===== config.mk =====
export PLATFORM = sky130hd
export DESIGN_NAME = param_updown_counter
export DESIGN_NICKNAME = d
export VERILOG_FILES = /design/src/rtl/counter_pkg.sv /design/src/rtl/cnt_next_calc.sv /design/src/rtl/param_updown_counter.sv
export SDC_FILE = /design/constraint.sdc
export NUM_CORES = 1
export LEC_CHECK = 0
export ABC_AREA = 1
export CAP_MARGIN = 20
export CORE_AREA = 2 2 47 49
export CTS_BUF_LIST = sky130_fd_sc_hd__clkbuf_16
export CTS_CLUSTER_DIAMETER = 60
export DETAILED_ROUTE_END_ITERATION = 6
export DIE_AREA = 0 0 49 51
export GPL_TIMING_DRIVEN = 0
export PLACE_DENSITY = 0.87
export SLEW_MARGIN = 10
export SYNTH_ARGS = -nofsm -noshare
export SYNTH_HDL_FRONTEND = slang
export SYNTH_SLANG_ARGS = --single-unit

===== constraint.sdc =====
create_clock -name clk -period 1.6 [get_ports clk]
set_clock_uncertainty 0.05 [all_clocks]
set_input_delay 0.16 -clock clk [delete_from_list [all_inputs] [get_ports clk]]
set_output_delay 0.16 -clock clk [all_outputs]
set_load 0.05 [all_outputs]

===== src/rtl/counter_pkg.sv =====
// Shared constants and helpers for the parametrised up/down counter.
package counter_pkg;

    // Direction encoding on up_dn
    localparam bit DIR_UP = 1'b1;
    localparam bit DIR_DN = 1'b0;

    // Limit behaviour encoding on SATURATE
    localparam bit MODE_WRAP = 1'b0;
    localparam bit MODE_SAT  = 1'b1;

    // Clamp a value to the top of the count range. Operates on 32 bits so it
    // serves any legal WIDTH; callers truncate the result back to WIDTH.
    function automatic logic [31:0] clamp_to_max(input logic [31:0] val,
                                                 input logic [31:0] max);
        return (val > max) ? max : val;
    endfunction

endpackage


===== src/rtl/cnt_next_calc.sv =====
// Combinational next-count calculation: the step (or hold) value and a flag
// marking a boundary event (stepping up at MAX_VAL or down at zero).
module cnt_next_calc
    import counter_pkg::*;
#(
    parameter int unsigned      WIDTH    = 8,
    parameter logic [WIDTH-1:0] MAX_VAL  = {WIDTH{1'b1}},
    parameter bit               SATURATE = 1'b0
) (
    input  logic [WIDTH-1:0] i_cur,
    input  logic             i_up_dn,
    input  logic             i_en,
    output logic [WIDTH-1:0] o_nxt_val,
    output logic             o_bnd_evt
);

    logic w_at_max;
    logic w_at_zero;

    // Explicit limit compares so a non-power-of-two modulus wraps correctly.
    assign w_at_max  = (i_cur == MAX_VAL);
    assign w_at_zero = (i_cur == '0);

    // Step selection: hold when disabled, otherwise step or handle the limit.
    always_comb begin
        o_nxt_val = i_cur;
        o_bnd_evt = 1'b0;
        if (i_en) begin
            case (i_up_dn)
                DIR_UP: begin
                    if (w_at_max) begin
                        o_bnd_evt = 1'b1;
                        o_nxt_val = (SATURATE == MODE_WRAP) ? '0 : MAX_VAL;
                    end else begin
                        o_nxt_val = i_cur + WIDTH'(1);
                    end
                end
                DIR_DN: begin
                    if (w_at_zero) begin
                        o_bnd_evt = 1'b1;
                        o_nxt_val = (SATURATE == MODE_SAT) ? '0 : MAX_VAL;
                    end else begin
                        o_nxt_val = i_cur - WIDTH'(1);
                    end
                end
                default: begin
                    o_nxt_val = i_cur;
                    o_bnd_evt = 1'b0;
                end
            endcase
        end
    end

endmodule


===== src/rtl/param_updown_counter.sv =====
// Parametrised synchronous up/down counter with parallel load, clear, wrap or
// saturate limits, a registered terminal-count pulse and a sticky boundary flag.
module param_updown_counter
    import counter_pkg::*;
#(
    parameter int unsigned      WIDTH    = 8,
    parameter logic [WIDTH-1:0] MAX_VAL  = {WIDTH{1'b1}},
    parameter bit               SATURATE = 1'b0
) (
    input  logic             clk,
    input  logic             rstn,
    input  logic             en,
    input  logic             up_dn,
    input  logic             load,
    input  logic [WIDTH-1:0] load_val,
    input  logic             clear,
    output logic [WIDTH-1:0] out,
    output logic             tc,
    output logic             bnd_flag
);

    logic [WIDTH-1:0] r_out;
    logic             r_tc;
    logic             r_bnd_flag;

    logic [WIDTH-1:0] w_nxt_val;
    logic             w_bnd_evt;
    logic [WIDTH-1:0] w_load_clamped;

    // A load value above the count range lands on MAX_VAL.
    assign w_load_clamped = WIDTH'(clamp_to_max(32'(load_val), 32'(MAX_VAL)));

    cnt_next_calc #(
        .WIDTH    (WIDTH),
        .MAX_VAL  (MAX_VAL),
        .SATURATE (SATURATE)
    ) u_next (
        .i_cur     (r_out),
        .i_up_dn   (up_dn),
        .i_en      (en),
        .o_nxt_val (w_nxt_val),
        .o_bnd_evt (w_bnd_evt)
    );

    // State update with priority reset > clear > load > enable > hold.
    always_ff @(posedge clk) begin
        if (!rstn) begin
            r_out      <= '0;
            r_tc       <= 1'b0;
            r_bnd_flag <= 1'b0;
        end else if (clear) begin
            r_out      <= '0;
            r_tc       <= 1'b0;
            r_bnd_flag <= 1'b0;
        end else if (load) begin
            r_out <= w_load_clamped;
            r_tc  <= 1'b0;
        end else if (en) begin
            r_out <= w_nxt_val;
            r_tc  <= w_bnd_evt;
            if (w_bnd_evt) begin
                r_bnd_flag <= 1'b1;
            end
        end else begin
            r_tc <= 1'b0;
        end
    end

    assign out      = r_out;
    assign tc       = r_tc;
    assign bnd_flag = r_bnd_flag;

endmodule


== After elaboration in Yosys (flattened, before gate mapping) ==
Cells that the tools add are included.
Storage, ports and cells
  input port bits: 14
  bits in registers: 10
  output and inout port bits: 10
  logic and storage cells: 24
Operators by class
  eq/ne operators: 1
  multiplexer cells: 9
  reduce and logical (&&, ||, !) cells: 5
  bitwise operators: 4
  add/sub/neg operators: 2
Operator list (number)
  $mux 8: 4
  $pmux 8 s2: 1
  $add 8x1->8 const B: 1
  $eq 8x8->1 const B: 1
  $logic_not 8->1: 1
  $sub 8x1->8 const B: 1
  $not 1->1: 4
  $reduce_or 4->1: 1
  $mux 1: 3
  $reduce_and 3->1: 1
  $pmux 1 s2: 1
  $reduce_bool 2->1: 1
  $reduce_or 2->1: 1

== Logic depth before layout (Yosys ltp) ==
Gate-level depths: netlist of run 1.
  depth after elaboration: 5
  gate-level depth with buffers: 11

== Hierarchy ==
Synthesis of run 1 repeated with hierarchy kept, for this count alone.
Second synthesis, totals
  cell total of the unflattened synthesis: 178
  area, all modules: 1043.5 um2
By module, submodules not included
  cnt_next_calc: cells each 109, times used 1, area each 551.8 um2
  param_updown_counter: cells each 69, times used 1, area each 491.7 um2

== Least setup slack after synthesis of run 1 ==
No wires, ideal clock.
  path type: flip-flop to flip-flop
  start: reg r_out[0], in the netlist out[0]
  end: reg r_out[6], in the netlist out[6]
  data required time: 1.427 ns
  cell stages (with the launch flop): 9
  setup slack: -0.288 ns
  arrival time: 1.715 ns
  setup time: 0.123 ns
  cell sequence: dfxtp_1 inv_1 ha_1 inv_1 nor3_4 a21oi_2 nand3_1 nand3_1 a21oi_1
Between the ends
  word-level cells in the longest chain between the ends: 5
  elaborated cells on any way between the ends: 9
RTL lines
  from (decl): RTL line param_updown_counter.sv:22  | logic [WIDTH-1:0] r_out;
  from (signal assigned): RTL line param_updown_counter.sv:56  | r_out <= w_load_clamped;
  from (signal assigned): RTL line param_updown_counter.sv:59  | r_out <= w_nxt_val;
  $sub 8x1->8, or another cell as far along: RTL line cnt_next_calc.sv:43  | o_nxt_val = i_cur - WIDTH'(1);
  $mux 8 (on tied branches): RTL line cnt_next_calc.sv:39, cnt_next_calc.sv:31
  $pmux 8 s2 (*): RTL line cnt_next_calc.sv:29  | case (i_up_dn)
  $mux 8 (*): RTL line param_updown_counter.sv:58  | end else if (en) begin
  $mux 8 (*): RTL line param_updown_counter.sv:55  | end else if (load) begin
Mark *: on every way between the ends. The rest lies on a longest branch, timed or not. The select of a mux whose other input is x is not followed.
A chain may end at the register's enable or synchronous reset.

== Final worst setup path of run 1 ==
  start: reg r_out[4], in the netlist out[4]
  end: out out[4]
RTL lines
  to (decl): RTL line param_updown_counter.sv:17  | output logic [WIDTH-1:0] out,
No word-level cell between the ends.

==> impl_metrics.env, run 1 <==
export IMPL_drive_gt1_share_pct=25.90
export IMPL_fin_crit_ns=1.570
export IMPL_outcome="finished, final reports clean"
export IMPL_pre_cts_ws_ns=0.005820
export IMPL_clock_sinks=10
export IMPL_power_density_nw_per_um2=770.4
export IMPL_worstPathRequired_ns=1.39
export IMPL_antenna_found_initial=0
export IMPL_p_leak_nw=0.5754
export IMPL_cts_hold_buf=0
export IMPL_crit_fanout=2
export IMPL_cts_root_buf="clkbuf_16"
export IMPL_synth_area_per_cell_sq_um=6.616
export IMPL_core_sq_um=2063
export IMPL_ir_drop_mv=0.8075
export IMPL_port_buffers=21
export IMPL_hold_viol=0
export IMPL_worstPathArrival_ns=1.36
export IMPL_netlist_area_sq_um=919.6
export IMPL_max_slew_margin_pct=66.72
export IMPL_grt_pass1_wl_um=4043
export IMPL_yosys_warnings=0
export IMPL_cp_slowest_stage_delay_ns=0.79
export IMPL_grt_total_usage_pct=20.21
export IMPL_rows=17
export IMPL_critical_path_top_delay_family="buffers and inverters"
export IMPL_p_sw_share_pct=30.06
export IMPL_syn_inst=139
export IMPL_fillCellCount=172
export IMPL_synth_cell_type_count=35
export IMPL_placed_cells=188
export IMPL_finalWirelength_um=2469
export IMPL_p_clk_share_pct=43.6
export IMPL_die_h_um=51
export IMPL_gr_total_overflow=0
export IMPL_viasPerCell=5.536
export IMPL_clockBufferDepth=2
export IMPL_synth_seq_cells=10
export IMPL_start_util_pct=44.57
export IMPL_r2r_slack_ns=0.08
export IMPL_crit_buf_inv=1
export IMPL_ant_nets=0
export IMPL_crit_path_cell_trace="clkdlybuf4s50_1"
export IMPL_die_area_sq_um=2499
export IMPL_crit_type="reg2out"
export IMPL_grt_max_degree=11
export IMPL_cts_tree="done"
export IMPL_fin_hold_ws_ns=0.2134
export IMPL_grt_pass1_vias=982
export IMPL_cp_start_kind="register"
export IMPL_holdCritPathClass="in2reg"
export IMPL_synth_nets=156
export IMPL_clk_latency_ns=0.23
export IMPL_drt_initial_drc_count=41
export IMPL_min_period_over_period_pct=98.11
export IMPL_end_kind="primary output"
export IMPL_synth_seq_area_share_pct=21.77
export IMPL_internal_power_mw=0.7024
export IMPL_hpwl_um=1786
export IMPL_vias=1074
export IMPL_pwr_share_seq_pct=27.5
export IMPL_tightest_slew_ns=0.4977
export IMPL_p_switching_mw=0.3019
export IMPL_routedWlPerCell_um=12.73
export IMPL_crit_path_top_delay_cell="clkdlybuf4s50_1"
export IMPL_stdcell_count=194
export IMPL_synthFlopType="dfxtp_1"
export IMPL_setup_tns_ns=0
export IMPL_drv_cap=0
export IMPL_synth_edf_count=0
export IMPL_firstDrtPassIters=4
export IMPL_pwr_share_comb_pct=28.9
export IMPL_cts_buffers_inserted=3
export IMPL_h_tree_depth=1
export IMPL_clkTransAtPathRegs_ns=0.04
export IMPL_fmax_mhz=637.0
export IMPL_ys_async_sr_fraction_pct=0
export IMPL_finalWorstSetupSlack_ns=0.03021
export IMPL_drv_slew=0
export IMPL_drc=0
export IMPL_antennaDiodeCount=0
export IMPL_die_x_um=49
export IMPL_areaGrowthSynthToFinish_pct=41.77
export IMPL_setup_violations=0
export IMPL_fin_nets=184
export IMPL_io_pins=24
export IMPL_gp_congestion=0.9591
per-stage QoR:
| stage | total power, mW | util, % | cell area (sq um) |
|---|---|---|---|
| 6_report | 1.004 | 63.19 | 1304 |
| 3_5_place_dp | 0.5558 | 56.88 | 1174 |
| 4_1_cts | 0.9919 | 60.40 | 1246 |
| 5_1_grt | 1.047 | 63.19 | 1304 |
| 2_1_floorplan | 0.4745 | - | 928.4 |
| 3_3_place_gp | 0.5483 | 56.88 | 1174 |
synthesized netlist by cell type (2+ instances only):
master	instances	area, sq um
nand3_2	4	40.04
buf_4	2	15.01
nand4_1	3	18.77
nor2_1	5	18.77
ha_1	3	37.54
nor2_2	4	25.02
inv_2	2	7.510
dfxtp_1	10	200.2
a21oi_1	7	35.03
nand3_1	18	90.09
inv_1	12	45.04
a22oi_1	5	37.54
nand2_1	35	131.4
nor2_4	2	22.52
a21oi_2	3	26.28
nand2_2	2	12.51
o21ai_0	4	20.02
placed cells by master, fill, tap and decap left out, types with 4 or more instances in the layout:
cell / synthesis / layout
a21oi_1: 7 / 5
a22oi_1: 5 / 5
buf_4: 2 / 4
clkdlybuf4s50_1: 0 / 15
dfxtp_1: 10 / 5
dlygate4sd2_1: 0 / 5
inv_1: 12 / 9
inv_2: 2 / 4
nand2_1: 35 / 35
nand3_1: 18 / 18
nand3_2: 4 / 4
nor2_1: 5 / 5
nor2_2: 4 / 4
o21ai_0: 4 / 4
layer usage:
layer / track usage, % / vias to the layer above / routed length (um) / part of all wire (%)
li1: - / 519 / - / -
met1: 24.64 / 510 / 934 / 38
met2: 37.44 / 45 / 1352 / 55
met3: 2.924 / 0 / 182 / 7.4
met4: 4.762 / 0 / 0 / 0
met5: 0 / - / 0 / 0
power groups by stage:
| stage | sequential (mW) | combinational [mW] | clock [mW] |
|---|---|---|---|
| global route | 0.278 | 0.316 | 0.453 |
| detailed placement | 0.281 | 0.275 | 0 |
| finish | 0.276 | 0.290 | 0.438 |
| global placement | 0.280 | 0.268 | 0 |
| CTS | 0.277 | 0.272 | 0.442 |
| floorplan | 0.314 | 0.161 | 0 |
cells by family (layout without fill, tap and decap cells):
family / count (synthesis) / in the layout / share of synthesized area [%]
simple gates: 81 / 81 / 46.53
flops: 10 / 10 / 21.77
buf+inv: 21 / 48 / 10.75
xor+xnor: 2 / 2 / 1.905
fa+ha+maj: 3 / 3 / 4.082
compound gates: 22 / 22 / 14.97
worst paths after layout:
path         startpoint        to  cells past startpoint
max              out[4]    out[4]                      1
min                load    out[1]                      3
max reg2reg      out[0]    out[3]                     10
min reg2reg    bnd_flag  bnd_flag                      1
sequential cells by signal, summed over array words and instances, names as in the netlist:
name      cells
out           8
bnd_flag      1
tc            1
what timing repair did:
action                                  in CTS  in global routing
resized for setup                            5                 12
endpoints found under the setup margin       5                  7
setup buffers                                0                  2
pin swaps                                    0                  4
cell type report:
type / count / area (sq um) / share of cell area [%]
multi-input cells: 108 / 655.6 / 50.29
repair buffers: 23 / 221.5 / 16.99
well taps: 28 / 35.03 / 2.687
clock inverters: 1 / 3.754 / 0.2879
flip-flops and latches: 10 / 211.5 / 16.22
plain buffers: 5 / 36.28 / 2.783
clock buffers: 3 / 75.07 / 5.758
inverters: 16 / 65.06 / 4.990
Power figures use the tool's default switching activity.
==> inputs of run 2 (changes only) <==
Settings changed: CORE_AREA 2 2 47 49 to 2 2 44 46, DIE_AREA 0 0 49 51 to 0 0 46 48, DONT_BUFFER_PORTS from default to 1, PLACE_DENSITY 0.87 to 0.79.
==> run 2 against run 1 <==
- first-iteration DRC count fell by 46%
- via count fell by 6.8%
- sequential cell count did not move
- clock power barely moved
- final cell count fell by 16%
- setup slack improved by 0.013 ns
- hold slack got worse by 0.17 ns
- critical path depth rose by 7
- routed wire length fell by 0.36%
- core utilization rose by 3.8 points
- count of clock-buffer cells in the layout did not move
- largest power group unchanged
==> impl_metrics.env, run 2 (synthesis gave the netlist of run 1 again) <==
export IMPL_finalWirelength_um=2460
export IMPL_final_common_cell="nand2_1"
export IMPL_r2r_slack_ns=0.04
export IMPL_clock_sinks=10
export IMPL_clockBufferDepth=2
export IMPL_die_x_um=46
export IMPL_crit_path_cell_trace="inv_2, ha_4, inv_2, nor3_4, nand2_4, o21ai_1, nand3_1, a21oi_1"
export IMPL_fin_crit_ns=1.557
export IMPL_grt_total_usage_pct=23.80
export IMPL_hold_viol=0
export IMPL_max_slew_margin_pct=66.69
export IMPL_drv_cap=0
export IMPL_start_util_pct=54.44
export IMPL_setup_violations=0
export IMPL_antenna_found_initial=0
export IMPL_core_sq_um=1689
export IMPL_gp_congestion=0.9063
export IMPL_areaGrowthSynthToFinish_pct=22.99
export IMPL_grt_pass1_vias=884
export IMPL_dpl_instance_area_sq_um=949.7
export IMPL_ant_nets=0
export IMPL_end_kind="register"
export IMPL_drv_slew=0
export IMPL_drc=0
export IMPL_die_area_sq_um=2208
export IMPL_crit_type="reg2reg"
export IMPL_die_h_um=48
export IMPL_clk_latency_ns=0.24
export IMPL_hold_depth=2
export IMPL_finalInstanceArea_sq_um=1131
export IMPL_ir_drop_mv=0.7895
export IMPL_port_buffers=0
export IMPL_vias=1001
export IMPL_io_pins=24
export IMPL_cts_buffers_inserted=3
export IMPL_routedWlPerCell_um=15.19
export IMPL_hpwl_um=1698
export IMPL_grt_max_degree=11
export IMPL_worstPathArrival_ns=1.67
export IMPL_drive_gt1_share_pct=33.79
export IMPL_clkTransAtPathRegs_ns=0.04
export IMPL_largest_register_ffs=8
export IMPL_p_leak_nw=0.4779
export IMPL_antennaDiodeCount=0
export IMPL_cp_common_cell="inv_2"
export IMPL_drt_initial_drc_count=22
export IMPL_viasPerCell=6.179
export IMPL_crit_fanout=7
export IMPL_holdCritPathClass="in2reg"
export IMPL_rsz0062_at_grt="true"
export IMPL_cp_slowest_stage_delay_ns=0.42
export IMPL_h_tree_depth=1
export IMPL_cts_tree="done"
export IMPL_rows=15
export IMPL_crit_path_top_delay_cell="dfxtp_4"
export IMPL_rr_worst_depth=8
export IMPL_worstPathRequired_ns=1.71
export IMPL_outcome="finished, final reports clean"
export IMPL_min_period_over_period_pct=97.30
export IMPL_final_cell_mix="nand2_1 (35), nand3_1 (18), inv_1 (10), a21oi_1 (6), dfxtp_4 (6)"
export IMPL_cts_root_buf="clkbuf_16"
export IMPL_cp_start_kind="register"
export IMPL_grt_pass1_wl_um=3705
export IMPL_fin_nets=163
export IMPL_gr_total_overflow=0
export IMPL_fmax_mhz=642.4
export IMPL_firstDrtPassIters=5
export IMPL_power_density_nw_per_um2=860.2
export IMPL_tightest_slew_ns=0.4990
export IMPL_fin_hold_ws_ns=0.03978
[run 2: changes by cell type in the layout (fill, tap and decap cells not counted), sizes merged]
cell / previous run / this run
dlygate4sd2: 5 / 0
clkdlybuf4s50: 15 / 0
inv: 15 / 16
clkinv: 2 / 1
dlymetal6s2s: 1 / 0
[run 2: final timing paths]
kind | from | endpoint
max | out[1] | out[0]
min | load_val[1] | out[1]
max reg2reg | out[1] | out[0]
min reg2reg | out[1] | out[1]
[run 2: metal layers]
layer	wire length (um)	GRT usage, %	vias up	part of all wire [%]
li1	-	-	478	-
met1	981	28.44	473	40
met2	1261	36.67	44	51
met3	176	7.547	6	7.2
met4	40	15.43	0	1.6
met5	0	0	-	0
[run 2: worst max-delay path: cells and delay by family, from the launching register on]
kind,cells,cell delay (ns)
adder cells (fa/ha/maj),1,0.12
flip-flops,1,0.42
buffers and inverters,2,0.14
AND/OR/NAND/NOR,3,0.45
AO/OA/AOI/OAI,2,0.29
[run 2: area by class of cell]
type	count	area [sq um]
timing repair buffer	2	15.01
buffer	5	41.29
clock buffer	3	75.07
multi-input combinational	108	681.9
fill	145	558.0
clock inverter	1	3.754
tap	17	21.27
inverter	16	67.56
sequential	10	225.2
[run 2: power by group]
part	switching (mW)	total, mW	internal, mW
registers	0.0566	0.314	0.257
clock network	0.114	0.441	0.327
logic	0.133	0.218	0.0851
total	0.304	0.973	0.669
[run 2: stage by stage]
stage / setup TNS, ns / std cells / power (mW) / utilization [%] / setup WS (ns)
5_1_grt: -0.2139 / 162 / 1.020 / 66.96 / -0.06498
2_1_floorplan: 0 / 139 / 0.4745 / - / 0.01483
6_report: 0 / 162 / 0.9729 / 66.96 / 0.04326
4_1_cts: 0 / 161 / 0.9570 / 62.30 / 0.009063
3_5_place_dp: -1.206 / 156 / 0.5106 / 56.22 / -0.2063
3_3_place_gp: -1.044 / 156 / 0.5047 / 56.22 / -0.1864
[run 2: timing repair]
item	4_1_cts	5_1_grt
hold buffers	0	0
hold endpoints to repair	0	0
pin swaps	1	10
buffers inserted	1	1
setup endpoints to repair	9	9
gates resized for setup	9	19
